$ cat src/rtl/sweep_ctrl.sv
// sweep_ctrl: drives the up/enable inputs of an up_down_counter so that its
// Q sweeps up to a high limit, dwells, sweeps down to a low limit, dwells,
// and repeats for a programmed number of round trips (0 = forever).
// Optional feature macro: SWEEP_PAUSE_EN adds a 'pause' input that freezes
// the sweep (state and dwell counter) and gates the counter enable.
module sweep_ctrl #(
  parameter int BITS  = 4,
  parameter int DWELL = 2,
  parameter int CYC_W = 8
) (
  input  logic             clk,
  input  logic             reset_n,
  input  logic             start,
  input  logic             stop,
`ifdef SWEEP_PAUSE_EN
  input  logic             pause,
`endif
  input  logic [BITS-1:0]  lo_limit,
  input  logic [BITS-1:0]  hi_limit,
  input  logic [CYC_W-1:0] num_cycles,
  input  logic [BITS-1:0]  q,
  output logic             up,
  output logic             enable,
  output logic             busy,
  output logic             at_hi,
  output logic             at_lo,
  output logic             done,
  output logic             cfg_err,
  output logic [CYC_W-1:0] cycles_done
);

  typedef enum logic [2:0] {
    S_IDLE,
    S_UP,
    S_DWELL_HI,
    S_DOWN,
    S_DWELL_LO
  } state_t;

  // The dwell counter is sized for the full legal DWELL range (1..255).
  localparam logic [7:0]       DWELL_LOAD = 8'(DWELL - 1);
  localparam logic [7:0]       DW_ONE     = 8'd1;
  localparam logic [CYC_W-1:0] CYC_ONE    = CYC_W'(1);
  localparam logic [CYC_W-1:0] CYC_MAX    = '1;

  state_t           state;
  logic [BITS-1:0]  lo_reg;
  logic [BITS-1:0]  hi_reg;
  logic [CYC_W-1:0] num_reg;
  logic [7:0]       dwell_cnt;
  logic             hold;

`ifdef SWEEP_PAUSE_EN
  assign hold = pause;
`else
  assign hold = 1'b0;
`endif

  assign busy = (state != S_IDLE);

  // Counter direction and enable, combinational so the counter stops exactly on the limit.
  always_comb begin
    // NOTE: every output gets a default first so no path leaves it unassigned (no latch).
    up     = 1'b1;
    enable = 1'b0;
    case (state)
      S_UP:       enable = (q != hi_reg) && !stop && !hold;
      S_DOWN: begin
        up     = 1'b0;
        enable = (q != lo_reg) && !stop && !hold;
      end
      S_DWELL_LO: up = 1'b0;
      default:    ;
    endcase
  end

  // Sweep sequencing, limit capture, dwell timing, round-trip count and status pulses.
  always_ff @(posedge clk or negedge reset_n) begin
    if (!reset_n) begin
      state       <= S_IDLE;
      lo_reg      <= '0;
      hi_reg      <= '0;
      num_reg     <= '0;
      dwell_cnt   <= '0;
      cycles_done <= '0;
      at_hi       <= 1'b0;
      at_lo       <= 1'b0;
      done        <= 1'b0;
      cfg_err     <= 1'b0;
    end else begin
      // NOTE: state uses non-blocking assignments so every register sees pre-edge values.
      at_hi <= 1'b0;
      at_lo <= 1'b0;
      done  <= 1'b0;
      if (state == S_IDLE) begin
        // stop has priority, so a simultaneous start is dropped.
        if (start && !stop) begin
          if (lo_limit < hi_limit) begin
            lo_reg      <= lo_limit;
            hi_reg      <= hi_limit;
            num_reg     <= num_cycles;
            cycles_done <= '0;
            cfg_err     <= 1'b0;
            state       <= S_UP;
          end else begin
            cfg_err <= 1'b1;
          end
        end
      end else if (stop) begin
        state <= S_IDLE;
      end else if (!hold) begin
        case (state)
          S_UP: begin
            if (q == hi_reg) begin
              state     <= S_DWELL_HI;
              dwell_cnt <= DWELL_LOAD;
              at_hi     <= 1'b1;
            end
          end
          S_DWELL_HI: begin
            if (dwell_cnt == '0) state <= S_DOWN;
            else                 dwell_cnt <= dwell_cnt - DW_ONE;
          end
          S_DOWN: begin
            if (q == lo_reg) begin
              state     <= S_DWELL_LO;
              dwell_cnt <= DWELL_LOAD;
              at_lo     <= 1'b1;
              if (cycles_done != CYC_MAX) cycles_done <= cycles_done + CYC_ONE;
            end
          end
          S_DWELL_LO: begin
            if (dwell_cnt == '0) begin
              if ((num_reg != '0) && (cycles_done == num_reg)) begin
                state <= S_IDLE;
                done  <= 1'b1;
              end else begin
                state <= S_UP;
              end
            end else begin
              dwell_cnt <= dwell_cnt - DW_ONE;
            end
          end
          default: state <= S_IDLE;
        endcase
      end
    end
  end

endmodule

$ cat config.mk
export PLATFORM = sky130hd
export DESIGN_NAME = sweep_ctrl
export DESIGN_NICKNAME = d
export VERILOG_FILES = /design/src/rtl/sweep_ctrl.sv
export SDC_FILE = /design/constraint.sdc
export NUM_CORES = 1
export LEC_CHECK = 0
export ABC_AREA = 0
export ABC_CLOCK_PERIOD_IN_PS = 1900
export BUFFER_PORTS_ARGS = -buffer_cell sky130_fd_sc_hd__buf_2
export CAP_MARGIN = 30
export CORE_ASPECT_RATIO = 0.6
export CORE_MARGIN = 2
export CORE_UTILIZATION = 55
export DETAILED_ROUTE_END_ITERATION = 8
export MAX_ROUTING_LAYER = met4
export PLACE_DENSITY = 0.79
export SKIP_CTS_REPAIR_TIMING = 1
export SLEW_MARGIN = 20
export SYNTH_ARGS = -nofsm -noshare
export SYNTH_HDL_FRONTEND = slang
export SYNTH_SLANG_ARGS = --single-unit
$ cat constraint.sdc
create_clock -name clk -period 1.9 [get_ports clk]
set_input_delay 0.19 -clock clk [delete_from_list [all_inputs] [get_ports clk]]
set_output_delay 0.19 -clock clk [all_outputs]
set_load 0.01 [all_outputs]
==> results_dict.tcl, run 1 <==
set metrics [dict create \
    initial_core_util 0.587 \
    synth_warnings 0 \
    worst_hold_slack_ps 125 \
    hold_viol_final 0 \
    final.setup.tns_ps 0 \
    path_clk_slew_ps 80 \
    fin_crit_ps 1850 \
    max_slew_margin 0.614 \
    grtUsageTotal 0.261 \
    overflow 0 \
    crit_chain "xor2_1 > nor4_4 > mux2i_2 > and2_4 > buf_2" \
    place_congestion 0.864 \
    synth_top_family_by_area "simple AND/OR/NAND/NOR gates" \
    ant_nets 0 \
    core_mm2 0.00376 \
    crit_path_end_kind "output port" \
    post-route-drc-count 2 \
    fp.dieW_um 85.8 \
    outcome "complete, but fails checks" \
    ys_ff_latch 39 \
    cp-start-kind "flop" \
    synth_nets 245 \
    tritoncts "done" \
    wl_per_cell_um 16.5 \
    synth_compound_area_frac 0.143 \
    peakVddDrop_uv 711 \
    antenna_cells 0 \
    ys_async_sr_fraction 1.00 \
    drv_cap 0 \
    clockRootBuffer "clkbuf_8" \
    synthDistinctLibCells 43 \
    cts-buffers-inserted 5 \
    grt_pass1_wl_mm 8.70 \
    rows 17 \
    vias 1873 \
    startpoint "lo_reg[1]" \
    insertion_delay_ps 290 \
    synth_ff_type "dfrtp_1" \
    nNetsFinal 297 \
    violations "design-rule violations" \
    synth_adder_area_share 0.0385 \
    power_frac_seq 0.403 \
    synthCells 215 \
    clockPowerShare 0.200 \
    crit_buf_inv 1 \
    p_int_uw 2270 \
    drt-total-wl_mm 5.20 \
    p_per_area_mw_per_mm2 1350 \
    finClkSkew_ps 5.15 \
    crit_type "reg2out" \
    drt-initial-drc-count 223 \
    hold_path.class "in2reg" \
    fin_crit_sh 0.975 \
    multi_input_area_mm2 0.00115 \
    cp_max_fo 2 \
    crit_required_ps 1710 \
    grt_pass1_vias 1771 \
    syn_area_mm2 0.00221 \
    h-tree-depth 2 \
    r2r-start "dwell_cnt[0]" \
    seqCellArea_um2 976 \
    setup_slack_ps 46.7 \
    io-pin-count 39 \
    final_cell_mix "39 x dfrtp_1, 38 x buf_2, 15 x a21oi_1" \
    min-delay-start "num_cycles[4]" \
    die-area_mm2 0.00456 \
    drt-pass1-iter-count 7 \
    setup_viol 0 \
    syn2layout_area_growth_pct 21.1 \
    cpLargestDelayFamily "simple AND/OR/NAND/NOR gates" \
    syn_area_per_cell_um2 10.3 \
    io_buffers 38 \
    p_leak_uw 0.00134 \
    synth-edff-count 0 \
    p_sw_frac 0.374 \
    worstPathArrival_ps 1660 \
    cts.path.max_buffers 2 \
    maxSlewViolCount 0 \
    synth.area.mux_share 0.0980 \
    synth-xor-area-share 0.0595 \
    dp_hpwl_mm 3.80 \
    yosys.area_share.simple 0.176 \
    drive_gt1_frac 0.310 \
    grt_max_degree 40 \
    routed_via_density 5.95 \
    pre_cts_ws_ps 103 \
    grt_setup_unrepaired "yes" \
    fillers 285 \
    fmax_mhz 540 \
    final_common_cell "dfrtp_1" \
    fp.dieH_um 53.1 \
    tightest_slew_ps 574 \
    crit_slowest_cell "dfrtp_1" \
    combPwrFrac 0.397 \
    antenna_found_initial 0 \
    ys_seq_area_frac 0.442 \
    critical_path.max_stage_delay_ps 390 \
    netSwitchingPower_uw 1350 \
    clock_sinks 39 \
]
[path summary, 6_finish.rpt]
check / depth (start not counted) / slack, ps / to
worst min register to register: 1 / 500 / cfg_err
worst max register to register: 5 / 140 / dwell_cnt[7]
worst max-delay path: 5 / 50 / enable
worst min-delay path: 2 / 130 / num_reg[4]
max in group asynchronous: 3 / 1060 / lo_reg[2]
min in group asynchronous: 3 / 480 / hi_reg[3]
[power groups by stage]
stage / combinational, µW / sequential [µW] / clock (µW)
final: 1440 / 1460 / 722
after global routing: 1600 / 1500 / 765
after CTS: 1390 / 1450 / 733
after detailed placement: 1380 / 1460 / 0
after global placement: 1320 / 1450 / 0
after floorplan: 991 / 1380 / 0
[worst register-to-register path, delay by kind of cell, from the launching register on]
family           cells  cell delay, ps
AO/OA/AOI/OAI        1             110
flip-flops           1             420
AND/OR/NAND/NOR      4            1090
[logic make-up after synthesis]
| kind of cell | after synthesis |
|---|---|
| and+or+nand+nor | 68 |
| AOI/OAI and AO/OA | 46 |
| buffers and inverters | 22 |
| DFF | 39 |
| xor gates and xnor gates | 15 |
| muxes | 18 |
| adders and majority gates | 7 |
[cell usage after synthesis, drive strengths merged (6+ instances only)]
library cell	n	area, µm²
a21oi	16	83.8
and3	8	50.1
dfrtp	39	976
ha	6	75.1
inv	13	48.8
mux2	14	176
nand2	12	45.0
nand2b	6	37.5
nand3	7	35.0
nor2	12	45.0
nor4	6	52.6
o21ai	11	58.8
xor2	10	87.6
[area by class of cell]
type                    instances  share of cell area
clock buffers                   6              0.0309
clock inverters                 2              0.0131
multi-input cells             154               0.430
inverters                      13              0.0182
well taps                      47              0.0220
repair buffers                 54               0.122
flip-flops and latches         39               0.365
[stage by stage]
stage	instance area, µm²	instances	util	total power [µW]
floorplan	2210	215	-	2370
global placement	2520	304	0.669	2770
detailed placement	2520	304	0.669	2840
CTS	2640	312	0.701	3580
global route	2680	315	0.711	3870
finish	2680	315	0.711	3620
[metal layers]
metal,part of all wire,global-route usage,routed length (µm)
met5,0,-,0
met4,0.013,0.0794,69
met3,0.088,0.0499,455
met2,0.42,0.362,2170
met1,0.48,0.386,2500
(Power assumes the default switching activity.)
==> run 2: changes to the inputs <==
--- a/config.mk
+++ b/config.mk
@@ -11,10 +11,9 @@
 export CAP_MARGIN = 30
 export CORE_ASPECT_RATIO = 0.6
 export CORE_MARGIN = 2
-export CORE_UTILIZATION = 55
+export CORE_UTILIZATION = 25
 export DETAILED_ROUTE_END_ITERATION = 8
 export MAX_ROUTING_LAYER = met4
-export PLACE_DENSITY = 0.79
 export SKIP_CTS_REPAIR_TIMING = 1
 export SLEW_MARGIN = 20
 export SYNTH_ARGS = -nofsm -noshare
==> results_dict.tcl, run 2 (same netlist as run 1, synthesis figures left out) <==
set metrics [dict create \
    startpoint "lo_reg[1]" \
    drt-total-wl_mm 5.48 \
    p_leak_uw 0.00137 \
    ant_nets 0 \
    routed_via_density 4.69 \
    min_path_cells 2 \
    outcome "complete, but fails checks" \
    place_congestion 0.782 \
    worstReg2RegEnd "dwell_cnt[1]" \
    crit_type "reg2out" \
    clock_sinks 39 \
    fp.dieH_um 76.8 \
    antenna_found_initial 0 \
    nNetsFinal 297 \
    cts-buffers-inserted 5 \
    insertion_delay_ps 290 \
    fin_crit_ps 1900 \
    max_slew_margin 0.653 \
    grt_pass1_vias 1700 \
    rows 26 \
    p_per_area_mw_per_mm2 1370 \
    die-area_mm2 0.00963 \
    dp_hpwl_mm 4.18 \
    cp_max_fo 5 \
    setup_slack_ps -3.79 \
    fin_crit_sh 1.00 \
    drv_cap 0 \
    place_inst 368 \
    core_mm2 0.00856 \
    reg2regPathDepth 5 \
    r2r_slack_ps 130 \
    hold_path_end "num_reg[1]" \
    fp.dieW_um 125 \
    wl_per_cell_um 14.4 \
    grt_max_degree 40 \
    worst_hold_slack_ps 135 \
    setup_viol 1 \
    syn2layout_area_growth_pct 27.5 \
    final_cell_mix "39 x dfrtp_1, 37 x buf_2, 15 x a21oi_1" \
    hold_viol_final 0 \
    final_common_cell "dfrtp_1" \
    drt-initial-drc-count 74 \
    io_buffers 38 \
    post-route-drc-count 0 \
    worstPathArrival_ps 1710 \
    io-pin-count 39 \
    h-tree-depth 2 \
    cp-start-kind "flop" \
    antenna_cells 0 \
    path_clk_slew_ps 60 \
    vias 1784 \
    drive_gt1_frac 0.313 \
    grt_pass1_wl_mm 8.73 \
    grt_setup_unrepaired "yes" \
    clockRootBuffer "clkbuf_16" \
    min-delay-start "num_cycles[1]" \
    fillers 911 \
    fmax_mhz 525 \
    hold_path.class "in2reg" \
    cts.path.max_buffers 2 \
    peakVddDrop_uv 374 \
    drt-pass1-iter-count 4 \
    final_core_util 0.329 \
    crit_required_ps 1710 \
    r2r-start "lo_reg[1]" \
    final.setup.tns_ps -3.79 \
    maxSlewViolCount 0 \
    tightest_slew_ps 521 \
    overflow 0 \
    tritoncts "done" \
    finClkSkew_ps 8.43 \
    initial_core_util 0.258 \
    final_cells 380 \
    crit_path_end_kind "output port" \
    violations "negative setup slack" \
    grtUsageTotal 0.120 \
]
run 2: final cells by class:
class,instances,area (µm²),share of cell area
multi-input cells,154,1150,0.409
clock inverters,3,43.8,0.0155
repair buffers,54,332,0.118
inverters,13,48.8,0.0173
clock buffers,5,125,0.0444
flip-flops and latches,39,976,0.346
well taps,112,140,0.0497
run 2: worst max path at each step:
stage | end | depth (start not counted) | slack (ps)
5_1_grt | enable | 5 | -70
3_5_place_dp | dwell_cnt[4] | 5 | 90
4_1_cts | enable | 5 | -90
2_1_floorplan | cycles_done[6] | 6 | 240
3_3_place_gp | dwell_cnt[5] | 5 | 150
6_report | enable | 5 | -4
run 2: where the power goes:
group          switching (µW)  total (µW)  internal, µW
logic                     708        1430           726
registers                 323        1470          1140
clock network             351         970           619
total                    1380        3870          2490
run 2: layer usage:
metal  share of wire  global-route usage  vias to the layer above
met5               0                   -                        -
met4           0.014              0.0400                        0
met3           0.044              0.0391                        8
met2            0.38               0.151                       33
met1            0.56               0.178                      862
li1                -                   -                      881
run 2: through the flow:
stage               total power (µW)  cell area, µm²  setup slack, ps
floorplan                       2370            2210              237
global placement                2790            2590              146
detailed placement              2850            2590             86.7
CTS                             3830            2760            -93.8
global route                    4120            2820            -65.4
finish                          3870            2820            -3.79
run 2: critical path: stages, from the launching register on:
cell and delay [ps]:
dfrtp_1 400, xor2_2 170, nor4_4 360, mux2i_1 180
and2_4 200, buf_6 110
==> run 3: changes to the inputs <==
--- a/config.mk
+++ b/config.mk
@@ -9,11 +9,12 @@
 export ABC_CLOCK_PERIOD_IN_PS = 1900
 export BUFFER_PORTS_ARGS = -buffer_cell sky130_fd_sc_hd__buf_2
 export CAP_MARGIN = 30
-export CORE_ASPECT_RATIO = 0.6
+export CORE_ASPECT_RATIO = 0.9
 export CORE_MARGIN = 2
 export CORE_UTILIZATION = 25
 export DETAILED_ROUTE_END_ITERATION = 8
 export MAX_ROUTING_LAYER = met4
+export RECOVER_POWER = 25
 export SKIP_CTS_REPAIR_TIMING = 1
 export SLEW_MARGIN = 20
 export SYNTH_ARGS = -nofsm -noshare
==> results_dict.tcl, run 3 (same netlist as run 1, synthesis figures left out) <==
set metrics [dict create \
    crit_buf_inv 1 \
    insertion_delay_ps 300 \
    fillers 923 \
    antenna_found_initial 0 \
    tightest_slew_ps 986 \
    crit_chain "xor2_1 > nor4_4 > mux2i_1 > and2_4 > buf_2" \
    clock_sinks 39 \
    fin_crit_sh 0.970 \
    drive_gt1_frac 0.302 \
    antenna_cells 0 \
    h-tree-depth 2 \
    drt-pass1-iter-count 4 \
    fp.dieH_um 93.2 \
    grt_pass1_vias 1833 \
    critical_path.max_stage_delay_ps 400 \
    hold_path.class "in2reg" \
    dp_hpwl_mm 3.76 \
    worstPathArrival_ps 1650 \
    final_core_util 0.317 \
    grt_setup_unrepaired "no" \
    cp-start-kind "flop" \
    io-pin-count 39 \
    crit_type "reg2out" \
    crit_slowest_cell "dfrtp_1" \
    cts-buffers-inserted 5 \
    grt_pass1_wl_mm 8.54 \
    routed_via_density 4.48 \
    multi_input_area_mm2 0.00114 \
    crit_required_ps 1710 \
    drt-total-wl_mm 4.87 \
    drt-initial-drc-count 102 \
    grt_max_degree 40 \
    vias 1732 \
    wl_per_cell_um 12.6 \
    pre_cts_ws_ps 102 \
    seqCellArea_um2 976 \
    io_buffers 38 \
    ant_nets 0 \
    crit_path_end_kind "output port" \
    clockRootBuffer "clkbuf_8" \
    overflow 0 \
    post-route-drc-count 0 \
    setup_viol 0 \
    fmax_mhz 543 \
    place_congestion 0.802 \
    maxSlewViolCount 0 \
    syn2layout_area_growth_pct 23.1 \
    final_cell_mix "39 x dfrtp_1, 38 x buf_2, 15 x a21oi_1" \
    grtUsageTotal 0.118 \
    core_mm2 0.00857 \
    nNetsFinal 297 \
    rows 32 \
    peakVddDrop_uv 342 \
    place_inst 377 \
    drv_cap 0 \
    die-area_mm2 0.00961 \
    initial_core_util 0.258 \
    p_per_area_mw_per_mm2 1240 \
    fp.dieW_um 103 \
    cpLargestDelayFamily "simple AND/OR/NAND/NOR gates" \
    cp_max_fo 2 \
    fin_crit_ps 1840 \
    final_common_cell "dfrtp_1" \
    cts.path.max_buffers 2 \
    p_leak_uw 0.00132 \
    tritoncts "done" \
    finClkSkew_ps 11.0 \
    outcome "finished, final reports clean" \
    hold_viol_final 0 \
    setup_slack_ps 56.9 \
    max_slew_margin 0.343 \
    final_cells 387 \
    path_clk_slew_ps 80 \
]
## run 3: cell count changes in the layout (fill, tap and decap cells not counted), sizes merged
cell / delta
buf: -1
bufinv: -1
clkbuf: +2
clkinv: -1
clkinvlp: +1
## run 3: final cells by class
type / instances / area share
clock buffer: 6 / 0.0267
tap: 119 / 0.0547
clock inverter: 2 / 0.00460
timing repair buffer: 54 / 0.119
multi-input combinational: 154 / 0.419
sequential: 39 / 0.359
inverter: 13 / 0.0179
## run 3: per-layer routing
layer,part of all wire,GRT usage,vias to the layer above
met5,0,-,-
met4,0.017,0.0493,0
met3,0.027,0.0254,8
met2,0.44,0.172,33
met1,0.51,0.158,822
li1,-,-,869
## run 3: path summary, 6_finish.rpt
check / startpoint / cells after the start / end / slack (ps)
min in group asynchronous: reset_n / 3 / dwell_cnt[2] / 660
worst max-delay path: lo_reg[2] / 5 / enable / 60
worst min-delay path: num_cycles[2] / 2 / num_reg[2] / 120
worst max register to register: lo_reg[2] / 5 / dwell_cnt[7] / 180
max in group asynchronous: reset_n / 3 / cycles_done[2] / 610
worst min register to register: cfg_err / 1 / cfg_err / 510
## run 3: metrics by stage
stage | hold WS [ps] | total power (µW) | cell area (µm²) | TNS, ps
after floorplan | -106 | 2370 | 2210 | 0
after global placement | 298 | 2790 | 2620 | 0
after detailed placement | 288 | 2820 | 2620 | 0
after CTS | -28.1 | 3380 | 2700 | -89.0
after global routing | 123 | 3650 | 2720 | 0
final | 122 | 3360 | 2720 | 0
## run 3: power breakdown
group / internal (µW) / switching, µW / total, µW
combinational: 690 / 665 / 1360
sequential: 1140 / 312 / 1450
clock: 257 / 294 / 551
## run 3: worst reg2reg max path: stages, from the launching register on
cell	delay [ps]
dfrtp_1	400
xor2_1	190
nor4_4	300
mux2i_1	160
o21ai_2	360
a41oi_1	180
